===== src/rtl/forward_ctrl_pkg.sv =====
// forward_ctrl_pkg
//   Shared definitions for the EX-stage forwarding / load-use hazard logic.
//   - FWD_* : operand mux select codes, also used by the datapath muxes
//   - ex_rec_t / mem_rec_t / wb_rec_t : shadow records of the EX, MEM and WB
//     instructions, sized by PKG_REG_AW (register-index width)
//   - stage_hits() : "this stage produces register r" test
package forward_ctrl_pkg;

    localparam int unsigned PKG_REG_AW = 5;

    localparam logic [1:0] FWD_REG   = 2'b00;  // register file
    localparam logic [1:0] FWD_EXMEM = 2'b01;  // EX/MEM ALU result
    localparam logic [1:0] FWD_MEMWB = 2'b10;  // MEM/WB write-back data

    typedef logic [PKG_REG_AW-1:0] reg_idx_t;

    typedef struct packed {
        logic     valid;
        reg_idx_t rs;
        reg_idx_t rt;
        reg_idx_t rd;
        logic     regwrite;
        logic     memread;
    } ex_rec_t;

    typedef struct packed {
        logic     valid;
        reg_idx_t rd;
        logic     regwrite;
        logic     memread;
    } mem_rec_t;

    typedef struct packed {
        logic     valid;
        reg_idx_t rd;
        logic     regwrite;
    } wb_rec_t;

    // Register 0 is hard-wired, so a write to it never produces a value.
    function automatic logic stage_hits(input logic     valid,
                                        input logic     regwrite,
                                        input reg_idx_t rd,
                                        input reg_idx_t r);
        return valid & regwrite & (rd != '0) & (rd == r);
    endfunction

endpackage


===== src/rtl/forward_ctrl_fwd_select.sv =====
// fwd_select
//   Priority comparator producing one EX operand mux select.
//   Ports:
//     operand : source register index read by the EX instruction
//     mem_rec : shadow record of the MEM-stage instruction
//     wb_rec  : shadow record of the WB-stage instruction
//     sel     : FWD_EXMEM if MEM produces operand, else FWD_MEMWB if WB
//               does, else FWD_REG (2'b11 is never produced)
module fwd_select
    import forward_ctrl_pkg::*;
(
    input  reg_idx_t   operand,
    input  mem_rec_t   mem_rec,
    input  wb_rec_t    wb_rec,
    output logic [1:0] sel
);

    // MEM is checked first: it holds the younger, more recent value.
    always_comb begin
        sel = FWD_REG;
        if (stage_hits(mem_rec.valid, mem_rec.regwrite, mem_rec.rd, operand)) begin
            sel = FWD_EXMEM;
        end else if (stage_hits(wb_rec.valid, wb_rec.regwrite, wb_rec.rd, operand)) begin
            sel = FWD_MEMWB;
        end
    end

endmodule


===== src/rtl/forward_ctrl.sv =====
// forward_ctrl
//   Forwarding and load-use hazard controller for the 5-stage pipeline.
//   Shadows the EX/MEM/WB destination fields, drives the EX operand mux
//   selects and stalls the front end for one cycle on a load-use hazard.
//   Ports:
//     clk_i, rst_i       : clock (rising edge), async active-high reset
//     id_valid_i         : ID stage holds a real instruction
//     id_rs_i, id_rt_i   : ID source registers
//     id_rd_i            : ID destination register (already muxed rd/rt)
//     id_regwrite_i      : ID instruction writes the register file
//     id_memread_i       : ID instruction is a load
//     flush_i            : kill the ID instruction (taken branch/jump)
//     fwd_a_o, fwd_b_o   : EX operand A/B mux selects
//     stall_o            : hold PC and IF/ID this cycle
//     stall_cnt_o        : saturating count of stall cycles
module forward_ctrl
    import forward_ctrl_pkg::*;
#(
    parameter int unsigned REG_AW = PKG_REG_AW,  // must match PKG_REG_AW
    parameter int unsigned CNT_W  = 16
) (
    input  logic              clk_i,
    input  logic              rst_i,
    input  logic              id_valid_i,
    input  logic [REG_AW-1:0] id_rs_i,
    input  logic [REG_AW-1:0] id_rt_i,
    input  logic [REG_AW-1:0] id_rd_i,
    input  logic              id_regwrite_i,
    input  logic              id_memread_i,
    input  logic              flush_i,
    output logic [1:0]        fwd_a_o,
    output logic [1:0]        fwd_b_o,
    output logic              stall_o,
    output logic [CNT_W-1:0]  stall_cnt_o
);

    ex_rec_t          ex_q;
    mem_rec_t         mem_q;
    wb_rec_t          wb_q;
    logic [CNT_W-1:0] stall_cnt_q;
    logic             load_use;
    logic             id_enter;

    // Both rs and rt are compared whatever the format; an occasional
    // spurious stall is cheaper than decoding which operands are real.
    assign load_use = ex_q.valid & ex_q.memread & (ex_q.rd != '0) &
                      ((ex_q.rd == id_rs_i) | (ex_q.rd == id_rt_i));

    // Flush overrides load-use: the killed instruction needs no stall.
    assign stall_o  = id_valid_i & ~flush_i & load_use;
    assign id_enter = id_valid_i & ~flush_i & ~stall_o;

    always_ff @(posedge clk_i or posedge rst_i) begin
        if (rst_i) begin
            ex_q        <= '0;
            mem_q       <= '0;
            wb_q        <= '0;
            stall_cnt_q <= '0;
        end else begin
            wb_q.valid     <= mem_q.valid;
            wb_q.rd        <= mem_q.rd;
            wb_q.regwrite  <= mem_q.regwrite;

            mem_q.valid    <= ex_q.valid;
            mem_q.rd       <= ex_q.rd;
            mem_q.regwrite <= ex_q.regwrite;
            mem_q.memread  <= ex_q.memread;

            if (id_enter) begin
                ex_q.valid    <= 1'b1;
                ex_q.rs       <= id_rs_i;
                ex_q.rt       <= id_rt_i;
                ex_q.rd       <= id_rd_i;
                ex_q.regwrite <= id_regwrite_i;
                ex_q.memread  <= id_memread_i;
            end else begin
                ex_q <= '0;
            end

            if (stall_o && (stall_cnt_q != '1)) begin
                stall_cnt_q <= stall_cnt_q + CNT_W'(1);
            end
        end
    end

    assign stall_cnt_o = stall_cnt_q;

    fwd_select u_fwd_a (
        .operand (ex_q.rs),
        .mem_rec (mem_q),
        .wb_rec  (wb_q),
        .sel     (fwd_a_o)
    );

    fwd_select u_fwd_b (
        .operand (ex_q.rt),
        .mem_rec (mem_q),
        .wb_rec  (wb_q),
        .sel     (fwd_b_o)
    );

endmodule


===== config.mk =====
export PLATFORM = sky130hd
export DESIGN_NAME = forward_ctrl
export DESIGN_NICKNAME = d
export VERILOG_FILES = /design/src/rtl/forward_ctrl_pkg.sv /design/src/rtl/forward_ctrl_fwd_select.sv /design/src/rtl/forward_ctrl.sv
export SDC_FILE = /design/constraint.sdc
export NUM_CORES = 1
export LEC_CHECK = 0
export ABC_AREA = 1
export BUFFER_PORTS_ARGS = -buffer_cell sky130_fd_sc_hd__buf_2
export CAP_MARGIN = 25
export CORE_MARGIN = 5
export CORE_UTILIZATION = 50
export DETAILED_ROUTE_END_ITERATION = 6
export PLACE_DENSITY = 0.75
export SLEW_MARGIN = 15
export SYNTH_ARGS = -nofsm -noshare
export SYNTH_HDL_FRONTEND = slang
export SYNTH_SLANG_ARGS = --single-unit

===== constraint.sdc =====
create_clock -name clk_i -period 1.6 [get_ports clk_i]
set_input_delay 0.48 -clock clk_i [delete_from_list [all_inputs] [get_ports clk_i]]
set_output_delay 0.48 -clock clk_i [all_outputs]
set_load 0.02 [all_outputs]

==> flow_summary.ini, run 1 <==
[synthesis]
synth.ff_latch_count = 48
synth.avg_cell_area_sq_um = 8.402
synthMuxAreaShare_pct = 0
synth_adder_area_share_pct = 0.5299
post_synth_and_or_nand_nor_area_fraction_pct = 28.72
synth-seq-area-share_pct = 50.87
synth_top_area_share_pct = 50.87
synth_top_family_by_area = simple AND/OR/NAND/NOR gates
synth_cell_type_count = 20
post_syn_instances = 281
synth-xor-area-share_pct = 12.98
yosys.area.top_type = sky130_fd_sc_hd__dfrtp_1
mapped_cell_area_sq_mm = 0.002361
synth_warnings = 0
synth.area.top_cells = sky130_fd_sc_hd__dfrtp_1 (51%), sky130_fd_sc_hd__nand2_1 (14%), sky130_fd_sc_hd__xnor2_1 (6.7%), sky130_fd_sc_hd__xor2_1 (6.3%), sky130_fd_sc_hd__nor2_1 (6.0%)
synth_nets = 303
synth_compound_area_share_pct = 0

[route]
final_antenna_net_count = 0
via_count = 2002
avgRoutedWirePerCell_um = 12.47
firstDrtPassIters = 4
number_of_drc_violations_after_detailed_routing = 0
post_drt_via_cell_ratio = 4.824
drt-total-wl_mm = 5.174
first_iter_violations = 132

[layout]
n_antenna_cell = 0
synthToLayoutAreaGrowth_pct = 35.29
layout.cells.most_common_list = sky130_fd_sc_hd__nand2_1 (85), sky130_fd_sc_hd__dfrtp_1 (42), sky130_fd_sc_hd__buf_2 (36)
layout_commonest_cell = sky130_fd_sc_hd__nand2_1
drive_gt1_share_pct = 32.69
number_of_nets_in_the_finished_design = 382
layout.core_utilization_pct = 68.54

[clock_tree]
cts.reportedPaths.clkPinSlew_ps = 90
clk_root_buffer_cell = sky130_fd_sc_hd__clkbuf_8
cts_inserted_buffers = 5
cts_tree = done
clk-insertion-delay-late_ps = 300
ctsLongestPathBuffers = 2
cts.htree.levels = 2
cts_sinks = 48
ctsHoldBuffers = 0

[run]
cap_viol_max_count = 0

[sta]
timing.final.crit_period_ps = 2052
timing.final.ws_setup_ps = -451.6
max_slew_margin_pct = 76.94
timing_max_transition_violations_final = 0
hold_viol = 0
worst_clock_skew_on_the_final_layout_ps = 10.52
rsz0062_at_grt = true
timing.fmax_mhz = 487.4
final.period_utilization_pct = 128.2
final-setup-viol-count = 5
max_slew.worst_pin.slew_ps = 344.6

[grt]
grt_start_max_net_pins = 49
globalRoute.totalOverflow = 0
grt.total_usage_pct = 17.45
grt_first_pass_wirelength_mm = 8.535
initial_antenna_violation_count = 0
first_global_vias = 1928

[floorplanning]
io-pin-count = 42
start_util_pct = 50.66
die_w_um = 78.72
core-area_sq_mm = 0.004661
std_cell_rows = 25
die_extent_in_y_um = 78.72
floorplan.die_area_sq_mm = 0.006196

[power]
ir_drop_mv = 0.6258
finalPower_uw = 2393
power_density_mw_per_mm2 = 749.2
power.leakage_uw = 0.001777

[setup_path]
worstSetupStartpointType = flip-flop
worstSetupEndpointType = primary output
critical-path-slowest-cell = sky130_fd_sc_hd__dfrtp_2
crit_arrival_ps = 1570
crit_path_max_fanout = 4
critical_path_cell_list = xnor2_2 -> nand3_2 -> nor4_4 -> buf_4
slowest_delay_ps = 450
data_required_critical_path_ps = 1120
crit_type = reg2out

[run_status]
violations = negative setup slack
status = finished with violations

[placed_design]
dpl.hpwl_mm = 3.712
numPortBuffers = 41
place.gp.congestion = 0.8868

[worst_hold_path]
hold_path_class = in2async
-- area by class of cell --
cell class / instances / area (sq um)
Multi-Input combinational cell: 193 / 1105
Timing Repair Buffer: 75 / 559.3
Clock inverter: 3 / 42.54
Inverter: 37 / 142.6
Tap cell: 54 / 67.56
Clock buffer: 5 / 68.82
Fill cell: 346 / 1466
Sequential cell: 48 / 1209
-- flip-flops by register name, summed over array words and instances (netlist names) --
| name | cells |
|---|---|
| ex_q | 18 |
| mem_q | 7 |
| stall_cnt_o | 16 |
| wb_q | 7 |
-- timing repair --
item	CTS	global route
resized for setup	13	15
buffers inserted	3	2
setup endpoints to repair	5	34
pin swaps	10	7
cloned	0	1
-- Yosys cell counts --
cell	n
sky130_fd_sc_hd__dfrtp_1	48
sky130_fd_sc_hd__xnor2_1	18
sky130_fd_sc_hd__nand4_2	2
sky130_fd_sc_hd__nor4_1	2
sky130_fd_sc_hd__nor2_1	38
sky130_fd_sc_hd__inv_1	34
sky130_fd_sc_hd__buf_4	1
sky130_fd_sc_hd__nor2_4	2
sky130_fd_sc_hd__nand3_1	11
sky130_fd_sc_hd__ha_1	1
sky130_fd_sc_hd__buf_2	1
sky130_fd_sc_hd__xor2_1	17
sky130_fd_sc_hd__nand3_2	1
sky130_fd_sc_hd__nand4_1	6
sky130_fd_sc_hd__nand2_1	86
sky130_fd_sc_hd__nor3b_1	1
sky130_fd_sc_hd__nand2_2	2
sky130_fd_sc_hd__buf_6	1
sky130_fd_sc_hd__nor3_1	6
sky130_fd_sc_hd__inv_2	3
-- cells by family (layout without fill, tap and decap cells) --
| logic type | count (synthesis) | count (layout) |
|---|---|---|
| flops | 48 | 48 |
| simple gates | 157 | 157 |
| xor+xnor | 35 | 35 |
| fa+ha+maj | 1 | 1 |
| buf+inv | 40 | 120 |
-- report_power, final --
part	leakage [uW]	switching, uW	total, uW	internal, uW
combinational	0.00108	123	245	122
clock	0.0000541	405	868	463
sequential	0.000643	34.9	1280	1250
total	0.00178	563	2390	1830
-- stage by stage --
stage / cells / hold WS (ps) / setup WS [ps] / setup TNS, ps / area [sq um]
2_1_floorplan: 281 / 331.2 / -50.19 / -100.4 / 2416
3_3_place_gp: 401 / 332.2 / -179.6 / -998.4 / 2925
3_5_place_dp: 401 / 334.7 / -185.3 / -1418 / 2925
4_1_cts: 412 / 228.9 / -426.6 / -2043 / 3102
5_1_grt: 415 / 250.6 / -569.1 / -3395 / 3194
6_report: 415 / 222.5 / -451.6 / -2075 / 3194
-- critical path, delay by kind of cell, from the launching register on --
| kind | cells | cell delay [ps] |
|---|---|---|
| buffers and inverters | 1 | 200 |
| AND/OR/NAND/NOR | 2 | 420 |
| XOR/XNOR | 1 | 190 |
| flip-flops | 1 | 450 |
-- path summary, 6_finish.rpt --
path / startpoint / endpoint / slack (ps) / cells after the start
setup / recovery: mem_q[2] / fwd_a_o[0] / -450 / 4
hold / removal: rst_i / wb_q[5] / 220 / 3
setup reg to reg: ex_q[3] / stall_cnt_o[12] / 40 / 12
hold reg to reg: ex_q[1] / mem_q[1] / 350 / 0
max in group asynchronous: rst_i / ex_q[4] / 1150 / 3
min in group clk_i: ex_q[1] / mem_q[1] / 350 / 0
-- routing by layer --
| metal | track usage [%] | routed length [um] |
|---|---|---|
| met3 | 3.401 | 255 |
| met1 | 22.47 | 2151 |
| met4 | 5.769 | 66 |
| met2 | 29.54 | 2700 |
| met5 | 0 | 0 |
No activity file was read; power rests on OpenSTA's default activity.
==> inputs of run 2 (changes only) <==
--- a/config.mk
+++ b/config.mk
@@ -12,6 +12,7 @@
 export CORE_UTILIZATION = 50
 export DETAILED_ROUTE_END_ITERATION = 6
 export PLACE_DENSITY = 0.75
+export REMOVE_ABC_BUFFERS = 1
 export SLEW_MARGIN = 15
 export SYNTH_ARGS = -nofsm -noshare
 export SYNTH_HDL_FRONTEND = slang
==> run 2 against run 1 <==
Net effect:
- the run still ends with negative setup slack left
- routed wire length down 0.70%
- count of clock-buffer cells in the layout unchanged
- via count down 1.1%
- sequential power about the same
- largest cell class unchanged
==> flow_summary.ini, run 2 (synthesis results as in run 1) <==
[run_status]
status = finished with violations
violations = negative setup slack

[floorplanning]
die_extent_in_y_um = 78.72
io-pin-count = 42
die_w_um = 78.72
std_cell_rows = 25
floorplan.die_area_sq_mm = 0.006196
core-area_sq_mm = 0.004661
start_util_pct = 50.66

[sta]
hold_viol = 0
max_slew_margin_pct = 79.96
timing.fmax_mhz = 489.6
final.period_utilization_pct = 127.7
timing.final.ws_setup_ps = -442.6
max_slew.worst_pin.slew_ps = 298.3
worst_clock_skew_on_the_final_layout_ps = 6.386
final-setup-viol-count = 5
hold_ws_ps = 111.9
timing_max_transition_violations_final = 0
rsz0062_at_grt = true
timing.final.crit_period_ps = 2043

[placed_design]
placement.cell_area_sq_mm = 0.002870
numPortBuffers = 41
place.gp.congestion = 0.8522
dpl.hpwl_mm = 3.512
pre_cts_slack_ps = -214.3
placed_cells = 401

[clock_tree]
cts.htree.levels = 2
clk_root_buffer_cell = sky130_fd_sc_hd__clkbuf_8
ctsLongestPathBuffers = 2
clk-insertion-delay-late_ps = 300
cts.reportedPaths.clkPinSlew_ps = 90
cts_inserted_buffers = 5
cts_tree = done
cts_sinks = 48

[power]
pwr-share-clk_pct = 36.4
power_switching_share_pct = 23.30
pwr-share-seq_pct = 53.9
power_switching_uw = 551.8
power.share.combinational_pct = 9.7
power.leakage_uw = 0.001777
ir_drop_mv = 0.5332
internal_power_uw = 1817
power_density_mw_per_mm2 = 747.9

[route]
via_count = 1980
final_antenna_net_count = 0
avgRoutedWirePerCell_um = 12.50
drt-total-wl_mm = 5.138
first_iter_violations = 95
firstDrtPassIters = 4
number_of_drc_violations_after_detailed_routing = 0
post_drt_via_cell_ratio = 4.818

[grt]
globalRoute.totalOverflow = 0
grt_start_max_net_pins = 38
first_global_vias = 1959
grt_first_pass_wirelength_mm = 8.832
grt.total_usage_pct = 17.99
initial_antenna_violation_count = 0

[setup_path]
timing.critical_path.max_delay_family = simple AND/OR/NAND/NOR gates
crit_arrival_ps = 1560
crit_path_max_fanout = 4
critical-path-slowest-cell = sky130_fd_sc_hd__dfrtp_2
data_required_critical_path_ps = 1120
worstSetupEndpointType = primary output
crit_type = reg2out
worstSetupStartpointType = flip-flop
critical_path_cell_list = nor3_4 -> nand2_1 -> nand3_2 -> nor4_2 -> nor2_1 -> buf_4
critPathBufInv = 1
slowest_delay_ps = 440

[layout]
synthToLayoutAreaGrowth_pct = 34.13
regMostFlops = ex_q
layout.core_utilization_pct = 67.95
drive_gt1_share_pct = 34.73
layout_commonest_cell = sky130_fd_sc_hd__nand2_1
fin_cells = 411
layout.cells.most_common_list = sky130_fd_sc_hd__nand2_1 (74), sky130_fd_sc_hd__dfrtp_1 (44), sky130_fd_sc_hd__buf_2 (37)
largest_register_ff_count = 18
n_antenna_cell = 0
number_of_nets_in_the_finished_design = 378
finish.instance_area_sq_mm = 0.003167

[run]
cap_viol_max_count = 0

[worst_hold_path]
hold_path_class = in2async
==> run 2: cell types whose count changed in the layout (fill, tap and decap cells not counted), moves of 2 or more <==
| cell | before | now |
|---|---|---|
| sky130_fd_sc_hd__dfrtp_2 | 6 | 4 |
| sky130_fd_sc_hd__nand2_2 | 2 | 14 |
| sky130_fd_sc_hd__nand2_1 | 85 | 74 |
| sky130_fd_sc_hd__nor2_1 | 34 | 29 |
| sky130_fd_sc_hd__nor3_2 | 2 | 0 |
| sky130_fd_sc_hd__dfrtp_1 | 42 | 44 |
| sky130_fd_sc_hd__xnor2_1 | 15 | 18 |
| sky130_fd_sc_hd__nand4_4 | 0 | 2 |
| sky130_fd_sc_hd__xnor2_2 | 3 | 0 |
| sky130_fd_sc_hd__buf_4 | 29 | 25 |
| sky130_fd_sc_hd__nor2_2 | 2 | 8 |
| sky130_fd_sc_hd__nand4_2 | 2 | 0 |
==> run 2: routing by layer <==
metal  up-vias  GRT usage (%)  part of all wire [%]
met5         -              0                     0
met4         0          4.895                   1.3
met3         7          3.628                   5.1
met2        52          30.73                    50
met1       911          23.28                    44
li1       1010              -                     -
==> run 2: cell type report <==
type / instances / area, sq um
clock buffer: 5 / 68.82
fill: 336 / 1494
multi-input combinational: 193 / 1120
clock inverter: 3 / 42.54
timing repair buffer: 71 / 523.0
tap: 54 / 67.56
sequential: 48 / 1206
inverter: 37 / 138.9
==> run 2: repair_timing <==
item	in CTS	in global routing
gates cloned	1	0
resized for setup	23	28
hold buffers	0	0
buffers inserted	7	2
setup endpoints to repair	20	39
pin swaps	19	11
==> run 2: power by group through the flow <==
stage / registers, uW / logic [uW] / clock network (uW)
global route: 1280 / 258 / 922
finish: 1280 / 229 / 862
global placement: 1300 / 201 / 0
detailed placement: 1300 / 206 / 0
floorplan: 1290 / 112 / 0
CTS: 1270 / 227 / 878
==> run 2: final timing paths <==
path | from | to | slack, ps | cells past startpoint
min in group clk_i | ex_q[1] | mem_q[1] | 360 | 0
worst min register to register | ex_q[1] | mem_q[1] | 360 | 0
max in group asynchronous | rst_i | mem_q[6] | 990 | 3
worst max register to register | ex_q[3] | stall_cnt_o[12] | 40 | 12
worst min-delay path | rst_i | stall_cnt_o[13] | 110 | 2
worst max-delay path | mem_q[4] | fwd_a_o[1] | -440 | 6
==> run 2: metrics by stage <==
stage | power [uW] | setup TNS (ps)
6_report | 2369 | -2030
5_1_grt | 2462 | -3632
4_1_cts | 2379 | -7367
3_5_place_dp | 1504 | -1792
3_3_place_gp | 1498 | -1065
2_1_floorplan | 1406 | -2822
